--- config.mk ---
export PLATFORM = sky130hd
export DESIGN_NAME = reg8file_bank_flat
export DESIGN_NICKNAME = d
export VERILOG_FILES = /design/src/rtl/reg8file_pkg.sv /design/src/rtl/reg8file_if.sv /design/src/rtl/reg8file_clr_seq.sv /design/src/rtl/reg8file_bank.sv /design/src/flat_wrapper.sv
export SDC_FILE = /design/constraint.sdc
export NUM_CORES = 1
export LEC_CHECK = 0
export CAP_MARGIN = 20
export CORE_MARGIN = 10
export CORE_UTILIZATION = 50
export DETAILED_ROUTE_END_ITERATION = 10
export PLACE_DENSITY = 0.81
export SLEW_MARGIN = 20
export SYNTH_ARGS = -nofsm -noshare
export SYNTH_HDL_FRONTEND = slang
export SYNTH_SLANG_ARGS = --single-unit
--- constraint.sdc ---
create_clock -name clk -period 1.3 [get_ports clk]
set_clock_uncertainty 0.05 [all_clocks]
set_input_delay 0.26 -clock clk [delete_from_list [all_inputs] [get_ports clk]]
set_output_delay 0.26 -clock clk [all_outputs]
set_load 0.01 [all_outputs]
--- src/rtl/reg8file_pkg.sv ---
// Shared types and defaults for the reg8file register bank.
package reg8file_pkg;

  localparam int DEFAULT_WIDTH = 8;
  localparam int DEFAULT_DEPTH = 8;

  // Clear sequencer states.
  typedef enum logic [1:0] {
    IDLE  = 2'd0,
    CLEAR = 2'd1,
    DONE  = 2'd2
  } state_t;

endpackage

--- src/rtl/reg8file_if.sv ---
// Bus bundle between the write-back producer / operand-fetch consumer and the
// register bank: write handshake, two read ports and the clear controls.
interface reg8file_if
  import reg8file_pkg::*;
#(
  parameter int WIDTH = DEFAULT_WIDTH,
  parameter int AW    = $clog2(DEFAULT_DEPTH)
);

  logic             wr_valid;
  logic             wr_ready;
  logic [AW-1:0]    wr_addr;
  logic [WIDTH-1:0] wr_data;
  logic [AW-1:0]    rd_addr_a;
  logic [WIDTH-1:0] rd_data_a;
  logic [AW-1:0]    rd_addr_b;
  logic [WIDTH-1:0] rd_data_b;
  logic             clr_req;
  logic             clr_busy;
  logic             clr_done;

  // Pipeline side: issues writes, read addresses and clear requests.
  modport master (
    output wr_valid, wr_addr, wr_data, rd_addr_a, rd_addr_b, clr_req,
    input  wr_ready, rd_data_a, rd_data_b, clr_busy, clr_done
  );

  // Register bank side.
  modport slave (
    input  wr_valid, wr_addr, wr_data, rd_addr_a, rd_addr_b, clr_req,
    output wr_ready, rd_data_a, rd_data_b, clr_busy, clr_done
  );

endinterface

--- src/rtl/reg8file_clr_seq.sv ---
// Clear sequencer: walks an index over every entry, one per cycle, after a
// clr_req seen in IDLE, then pulses clr_done for one cycle. Write acceptance
// is only allowed while idle.
module reg8file_clr_seq
  import reg8file_pkg::*;
#(
  parameter  int DEPTH = DEFAULT_DEPTH,
  localparam int AW    = $clog2(DEPTH)
) (
  input  logic          clk,
  input  logic          clr_n,
  input  logic          clr_req,
  output logic          clr_busy,
  output logic          clr_done,
  output logic          clr_we,
  output logic [AW-1:0] clr_idx,
  output logic          wr_ready
);

  state_t        state_reg;
  state_t        state_next;
  logic [AW-1:0] idx_reg;
  logic [AW-1:0] idx_next;

  // State and clear-index registers.
  always_ff @(posedge clk or negedge clr_n) begin
    if (!clr_n) begin
      state_reg <= IDLE;
      idx_reg   <= '0;
    end else begin
      state_reg <= state_next;
      idx_reg   <= idx_next;
    end
  end

  // Next-state and Moore outputs; clr_req outside IDLE is dropped, not queued.
  always_comb begin
    state_next = state_reg;
    idx_next   = idx_reg;
    clr_busy   = 1'b0;
    clr_done   = 1'b0;
    clr_we     = 1'b0;
    wr_ready   = 1'b0;
    case (state_reg)
      IDLE: begin
        wr_ready = 1'b1;
        if (clr_req) begin
          state_next = CLEAR;
          idx_next   = '0;
        end
      end
      CLEAR: begin
        clr_busy = 1'b1;
        clr_we   = 1'b1;
        // Natural AW-bit wrap brings the index back to 0 on the last entry.
        idx_next = idx_reg + 1'b1;
        if (idx_reg == AW'(DEPTH - 1)) begin
          state_next = DONE;
        end
      end
      DONE: begin
        clr_done   = 1'b1;
        state_next = IDLE;
      end
      default: begin
        state_next = IDLE;
      end
    endcase
  end

  assign clr_idx = idx_reg;

endmodule

--- src/rtl/reg8file_bank.sv ---
// Register bank of DEPTH entries of WIDTH bits with a valid/ready write port,
// two registered read ports (1-cycle latency) and a hardware clear sequencer.
// Optional macro REG8FILE_READ_BYPASS_EN: when defined, a read of the entry
// being written in the same cycle returns the new data (write-first);
// otherwise it returns the old contents (read-first).
module reg8file_bank
  import reg8file_pkg::*;
#(
  parameter  int WIDTH = DEFAULT_WIDTH,
  parameter  int DEPTH = DEFAULT_DEPTH,
  localparam int AW    = $clog2(DEPTH)
) (
  input logic       clk,
  input logic       clr_n,
  reg8file_if.slave bus
);

  logic                        wr_ready;
  logic                        wr_fire;
  logic                        clr_busy;
  logic                        clr_done;
  logic                        clr_we;
  logic [AW-1:0]               clr_idx;
  logic [DEPTH-1:0][WIDTH-1:0] mem_q;
  logic [WIDTH-1:0]            rd_data_a_reg;
  logic [WIDTH-1:0]            rd_data_a_next;
  logic [WIDTH-1:0]            rd_data_b_reg;
  logic [WIDTH-1:0]            rd_data_b_next;

  reg8file_clr_seq #(
    .DEPTH (DEPTH)
  ) u_clr_seq (
    .clk      (clk),
    .clr_n    (clr_n),
    .clr_req  (bus.clr_req),
    .clr_busy (clr_busy),
    .clr_done (clr_done),
    .clr_we   (clr_we),
    .clr_idx  (clr_idx),
    .wr_ready (wr_ready)
  );

  assign wr_fire      = bus.wr_valid & wr_ready;
  assign bus.wr_ready = wr_ready;
  assign bus.clr_busy = clr_busy;
  assign bus.clr_done = clr_done;

  // Storage: one register per entry so the whole array resets at once.
  // Clear and port write never coincide because wr_ready is low while clearing.
  for (genvar gi = 0; gi < DEPTH; gi++) begin : g_entry
    logic [WIDTH-1:0] entry_reg;
    logic             entry_clr;
    logic             entry_wr;

    assign entry_clr = clr_we && (clr_idx == AW'(gi));
    assign entry_wr  = wr_fire && (bus.wr_addr == AW'(gi));

    // Entry update: clear sequencer wins, otherwise an accepted port write.
    always_ff @(posedge clk or negedge clr_n) begin
      if (!clr_n) begin
        entry_reg <= '0;
      end else if (entry_clr) begin
        entry_reg <= '0;
      end else if (entry_wr) begin
        entry_reg <= bus.wr_data;
      end
    end

    assign mem_q[gi] = entry_reg;
  end

  // Read-port data selection, with optional same-cycle write forwarding.
  always_comb begin
    rd_data_a_next = mem_q[bus.rd_addr_a];
    rd_data_b_next = mem_q[bus.rd_addr_b];
`ifdef REG8FILE_READ_BYPASS_EN
    if (wr_fire && (bus.wr_addr == bus.rd_addr_a)) begin
      rd_data_a_next = bus.wr_data;
    end
    if (wr_fire && (bus.wr_addr == bus.rd_addr_b)) begin
      rd_data_b_next = bus.wr_data;
    end
`endif
  end

  // Read output registers, updated every cycle.
  always_ff @(posedge clk or negedge clr_n) begin
    if (!clr_n) begin
      rd_data_a_reg <= '0;
      rd_data_b_reg <= '0;
    end else begin
      rd_data_a_reg <= rd_data_a_next;
      rd_data_b_reg <= rd_data_b_next;
    end
  end

  assign bus.rd_data_a = rd_data_a_reg;
  assign bus.rd_data_b = rd_data_b_reg;

endmodule

--- src/flat_wrapper.sv ---
// flat-port wrapper written by rule: the top's interface ports become plain ports
module reg8file_bank_flat import reg8file_pkg::*;
#(
  parameter  int WIDTH = DEFAULT_WIDTH,
  parameter  int DEPTH = DEFAULT_DEPTH,
  localparam int AW    = $clog2(DEPTH)
)
  (clk, clr_n, bus_wr_valid, bus_wr_addr, bus_wr_data, bus_rd_addr_a, bus_rd_addr_b, bus_clr_req, bus_wr_ready, bus_rd_data_a, bus_rd_data_b, bus_clr_busy, bus_clr_done);
  reg8file_if #(.WIDTH(WIDTH), .AW(3)) bus_i ();
  input logic clk;
  input logic clr_n;
  input wire logic [$bits(bus_i.wr_valid)-1:0] bus_wr_valid;
  input wire logic [$bits(bus_i.wr_addr)-1:0] bus_wr_addr;
  input wire logic [$bits(bus_i.wr_data)-1:0] bus_wr_data;
  input wire logic [$bits(bus_i.rd_addr_a)-1:0] bus_rd_addr_a;
  input wire logic [$bits(bus_i.rd_addr_b)-1:0] bus_rd_addr_b;
  input wire logic [$bits(bus_i.clr_req)-1:0] bus_clr_req;
  output wire logic [$bits(bus_i.wr_ready)-1:0] bus_wr_ready;
  output wire logic [$bits(bus_i.rd_data_a)-1:0] bus_rd_data_a;
  output wire logic [$bits(bus_i.rd_data_b)-1:0] bus_rd_data_b;
  output wire logic [$bits(bus_i.clr_busy)-1:0] bus_clr_busy;
  output wire logic [$bits(bus_i.clr_done)-1:0] bus_clr_done;
  assign bus_i.wr_valid = bus_wr_valid;
  assign bus_i.wr_addr = bus_wr_addr;
  assign bus_i.wr_data = bus_wr_data;
  assign bus_i.rd_addr_a = bus_rd_addr_a;
  assign bus_i.rd_addr_b = bus_rd_addr_b;
  assign bus_i.clr_req = bus_clr_req;
  assign bus_wr_ready = bus_i.wr_ready;
  assign bus_rd_data_a = bus_i.rd_data_a;
  assign bus_rd_data_b = bus_i.rd_data_b;
  assign bus_clr_busy = bus_i.clr_busy;
  assign bus_clr_done = bus_i.clr_done;
  reg8file_bank #(.WIDTH(WIDTH), .DEPTH(DEPTH)) u_core (.clk(clk), .clr_n(clr_n), .bus(bus_i));
endmodule
After elaboration in Yosys (flattened, before gate mapping). Index checks and enable logic that the tools add are counted.

Register bits: 85.

$add $sub $neg: 1. Order comparisons: 2. Equal/unequal tests: 18. Muxes and demuxes: 28. Bitwise gates (word level): 1. Reduce and logical (&&, ||, !) cells: 30.

Operators by type and width (count): 8-bit two-way mux (18); 8-bit binary-select mux with 3-bit select (2); 3-bit == test (second input constant) (8); 2-bit nonzero test (9); 1-bit logical AND (16); 3-bit by 2-bit == test with 1-bit output (second input constant) (4); 3-bit by 4-bit < comparator with 1-bit output (second input constant) (2); 3-bit by 1-bit == test with 1-bit output (second input constant) (2); 3-bit logical NOT (2); 3-bit case mux with 2 select lines (1); 2-bit two-way mux (2); 2-bit case mux with 2 select lines (1); 2-bit AND reduction (2); 3-bit by 1-bit adder with 3-bit output (second input constant) (1); 1-bit two-way mux (3); 3-bit two-way mux (1); 2-bit by 1-bit == test with 1-bit output (second input constant) (1); 2-bit == test (second input constant) (1); 2-bit logical NOT (1); 2-bit by 1-bit != test with 1-bit output (second input constant) (1); 2-bit != test (second input constant) (1); 1-bit bitwise AND (1).

Longest topological paths before layout.
Depth after elaboration: 6. Depth in mapped cells: 7. Mapped depth without buffers: 5.

Hierarchy. From an unflattened synthesis, not the netlist that was laid out.

Cells, all modules: 410. Area, all modules: 4697.0 µm².

By module, submodules not included: reg8file_bank (instances 1, cells an instance 391, area each 4451.8 µm², seq. area each 2001.9 µm²); reg8file_clr_seq (instances 1, cells an instance 19, area each 245.2 µm², seq. area each 125.1 µm²).

Worst setup path after synthesis. OpenSTA, ideal clock, no wires.

Path type: input to register. From: input bus_rd_addr_b[1]. To: register u_core.rd_data_b_reg[0], in the netlist u_core.bus.rd_data_b[0]. Setup time: 125 ps. Arrival: 1287 ps. Data required time: 1125 ps. Setup slack: -161 ps. Stages on the path: 4. Path through: buf_6 -> buf_12 -> mux4_1 -> mux2_2.

Longest elaborated chain between the ends: 2.

Ends and longest elaborated chain: start, declared (RTL line flat_wrapper.sv:16) `input wire logic [$bits(bus_i.rd_addr_b)-1:0] bus_rd_addr_b;`; 8-bit binary-select mux with 3-bit select (RTL line reg8file_bank.sv:75) `rd_data_b_next = mem_q[bus.rd_addr_b];`; 8-bit two-way mux (implied by the code) (RTL line reg8file_bank.sv:75); net u_core.rd_data_b_next[0] (RTL line reg8file_bank.sv:28) `logic [WIDTH-1:0] rd_data_b_next;`; end signal, assigned (RTL line reg8file_bank.sv:93) `rd_data_b_reg <= rd_data_b_next;`; end, declared (RTL line reg8file_bank.sv:27) `logic [WIDTH-1:0] rd_data_b_reg;`.

The timed path passes the listed nets, and every way through them passes these cells. The select of a mux whose other input is x is not followed. A chain may end at the register's enable or synchronous reset.

Worst setup path in the final report.
From: register u_core.u_clr_seq.state_reg[0]. To: register u_core.g_entry[7].entry_reg[2].

Longest elaborated chain between the ends: 5.

Ends and longest elaborated chain: start, declared (RTL line reg8file_clr_seq.sv:20) `state_t state_reg;`; start signal, assigned (RTL line reg8file_clr_seq.sv:31) `state_reg <= state_next;`; 2-bit logical NOT (RTL line reg8file_clr_seq.sv:44) `case (state_reg)`; 1-bit two-way mux (RTL line reg8file_clr_seq.sv:44); 1-bit bitwise AND (RTL line reg8file_bank.sv:43) `assign wr_fire = bus.wr_valid & wr_ready;`; 1-bit logical AND (RTL line reg8file_bank.sv:56) `assign entry_wr = wr_fire && (bus.wr_addr == AW'(gi));`; 2-bit nonzero test (no source line); end signal, assigned (RTL line reg8file_bank.sv:65) `entry_reg <= bus.wr_data;`; end, declared (RTL line reg8file_bank.sv:51) `logic [WIDTH-1:0] entry_reg;`.

Parallel ways exist; a longest one is shown, timed or not.

==> run summary <==
================================================================================
Synthesis Warnings ................................................            0
Cells along the critical path ..................................... buf_4 > nor3b_4 > buf_6 > buf_8 > buf_12 > nand3_1 > o21ai_1
Total track usage .................................................        22.5%
Violation count after the first detailed-routing iteration ........          643
Number of antenna violations at the first check in global routing .            0
Sequential share of the synthesized area ..........................        46.3%
Crit path capture type ............................................    flip-flop
Worst-Margin Slew .................................................     0.465 ns
Insertion delay to the later sink of the worst-skew pair ..........      0.37 ns
Relative area change from synthesis to final layout ...............        37.3%
Critical-path cell with the highest stage delay ...................      dfrtp_1
Class of the tightest hold or removal check ....................... primary input to async pin
Post-Synthesis Cells ..............................................          416
Clk root buf ......................................................     clkbuf_8
Maximum number of pins on one net before global-route repair ......           86
Number of max-cap violations ......................................            0
Placed insts ......................................................          568
Hold Fails Final Rpt ..............................................            0
Number of antenna-violating nets in the routed design .............            0
Die outline area ..................................................    13400 um2
Via density .......................................................         6.86
Total detailed-routing wirelength .................................     16100 um
X dimension of the die ............................................       116 um
Layout cells sized above 1 ........................................        48.4%
Maximum clock frequency ...........................................      632 MHz
Via count of the first global-routing pass ........................         4259
Final setup violating endpoints ...................................           83
WS Path Type ...................................................... flip-flop to flip-flop
Worst path setup slack after routing ..............................    -0.282 ns
Nets ..............................................................          528
Setup repair after global routing missed its margin ...............          yes
Slew HR ...........................................................        69.0%
Syn_area_per_cell .................................................     11.0 um2
Count of final max-slew check failures ............................            0
Worst Path Required ...............................................      1.54 ns
Static leakage ....................................................      2.78 nW
Final weighted congestion in routability-driven placement .........        0.866
Synthesized netlist net count .....................................          443
Delay contributed by the slowest stage of the critical path .......      0.43 ns
IR Drop Worst-Case VDD ............................................       915 uV
CTS Buf Count .....................................................            9
Violated checks ................................................... negative setup slack
Routed via count ..................................................         4215
Clock tree from TritonCTS .........................................        built
1st-pass router iterations ........................................            5
Top cells by area in the synthesized netlist ...................... dfrtp_1 46%, mux4_1 17%, o21ai_0 7.2%
GR Overflow Total .................................................            0
HPWL after detailed placement .....................................      8550 um
Standard cell core area ...........................................     8850 um2
Mean routed wirelength per cell ...................................      26.2 um
Crit-path max FO ..................................................            9
Global-route wire length before repair ............................     23100 um
Cell class contributing the biggest share of worst-path delay ..... buffers and inverters
CTS Sinks .........................................................           85
Critical path launch point type ...................................    flip-flop
Y dimension of the die ............................................       116 um
DRC violations left ...............................................            0
Maximum count of clock buffers along a single path ................            2
PortBufs ..........................................................           39
Mapped cell area ..................................................     4600 um2
Distinct cells, synth .............................................           29
Num rows ..........................................................           34
Final setup TNS ...................................................    -12.86 ns
Fraction of post-synthesis cell area in the top cell type by area .        46.3%
Number of H-tree branching levels .................................            3
Part of the cycle the worst path needs ............................         122%
Fin crit period ...................................................      1.58 ns
Count of buffer and inverter cells on the critical path ...........            4
Number of top-level pins ..........................................           40
Clock-pin slew on the worst setup and hold paths ..................      0.09 ns
Pwr dens ..........................................................  1840 nW/um2
Post-place setup slack ............................................    -0.715 ns
Initial core utilization ..........................................        51.9%
Crit path DAT .....................................................      1.82 ns
Ant diodes ........................................................            0
Cell type with the largest total area after synthesis .............      dfrtp_1
Flip-flop and latch count after synthesis .........................           85
Result of the run ................................................. finished, violations left
Final Non-Filler Cells ............................................          614
Number of flip-flops in the largest register ......................           64
================================================================================
tightest hold or removal path, delay by kind of cell:
kind	cells	cell delay [ns]
buffers and inverters	3	1.00
logic make-up after synthesis:
family / synth area share (%)
fa+ha+maj: 1.63
compound gates: 7.54
buf+inv: 5.39
mux: 22.2
simple gates: 17.0
flops: 46.3
metal layers:
metal	vias to the layer above	part of all wire, %	GRT usage, %
met1	2025	34	26.2
met4	0	5.8	12.3
met3	110	13	6.51
li1	1665	-	-
met2	415	47	36.8
met5	-	0	0
per-stage QoR:
stage	area, um2	hold slack, ns	util [%]	total power [W]
floorplan	4590	-0.0856	-	0.00613
global placement	5370	0.275	60.6	0.00769
detailed placement	5370	0.282	60.6	0.00791
CTS	5990	0.445	67.7	0.0105
global route	6310	0.469	71.3	0.0120
finish	6310	0.409	71.3	0.0116
cell usage after synthesis:
cell       count
nand2_1       66
nand4bb_1      3
buf_1          7
buf_2          4
dfrtp_1       85
inv_1          6
nor3_2         1
mux4_2         3
nand4b_1       3
nor2b_1        1
ha_1           6
nand4_1        6
o21bai_1       1
mux2_2        16
buf_12         2
nand3b_1       2
and2_0         8
buf_6          2
mux2i_1        1
nand2b_1       1
nand3_1       58
and3_1         1
a22o_1         1
o21ai_0       66
and3b_1        2
nor2_1         2
mux4_1        29
clkbuf_1      31
nor3b_2        2
power by group:
group,switching (W),total [W],internal (W)
clock network,0.00104,0.00200,0.000953
logic,0.00235,0.00512,0.00278
registers,0.000902,0.00448,0.00358
total,0.00429,0.0116,0.00731
repair_timing:
action / CTS / global route
cloned: 6 / 3
hold buffers: 1 / 0
resized for setup: 165 / 112
pin swaps: 11 / 33
endpoints found under the setup margin: 100 / 94
hold endpoints to repair: 85 / 0
buffers inserted: 16 / 8
cells in the final DEF, fill, tap and decap left out, types with 5 or more instances in the layout:
| cell type | instances |
|---|---|
| and2_4 | 6 |
| nand2_1 | 49 |
| clkdlybuf4s50_1 | 15 |
| buf_2 | 6 |
| clkdlybuf4s15_2 | 5 |
| nand2_2 | 14 |
| mux2_4 | 8 |
| buf_4 | 43 |
| o21ai_2 | 38 |
| nand3_1 | 54 |
| nand4_1 | 6 |
| ha_4 | 5 |
| o21ai_1 | 22 |
| clkbuf_2 | 7 |
| mux4_2 | 32 |
| buf_12 | 15 |
| dfrtp_1 | 83 |
| clkbuf_8 | 10 |
| mux2_2 | 8 |
| buf_6 | 15 |
| o21ai_0 | 6 |
cell type report:
cell class,instances,area [um2]
tap,108,135
clock buffer,10,138
inverter,6,22.5
clock inverter,6,71.3
sequential,85,2130
timing repair buffer,120,1320
multi-input combinational,279,2490
fill,545,2540
final timing paths:
path,end,startpoint,slack [ns],cells past startpoint
worst max register to register,u_core.g_entry[7].entry_reg[2]$_DFFE_PN0P_,u_core.u_clr_seq.state_reg[0]$_DFFE_PN0P_,-0.28,7
max in group asynchronous,u_core.u_clr_seq.clr_idx[0]$_DFFE_PN0P_,clr_n,0.40,3
worst max-delay path,u_core.g_entry[7].entry_reg[2]$_DFFE_PN0P_,u_core.u_clr_seq.state_reg[0]$_DFFE_PN0P_,-0.28,7
worst min register to register,u_core.g_entry[3].entry_reg[5]$_DFFE_PN0P_,u_core.g_entry[3].entry_reg[5]$_DFFE_PN0P_,0.50,2
worst min-delay path,u_core.g_entry[1].entry_reg[6]$_DFFE_PN0P_,clr_n,0.41,3
min in group clk,u_core.u_clr_seq.state_reg[0]$_DFFE_PN0P_,bus_clr_req,0.47,3
No activity file was read; power rests on OpenSTA's default activity.
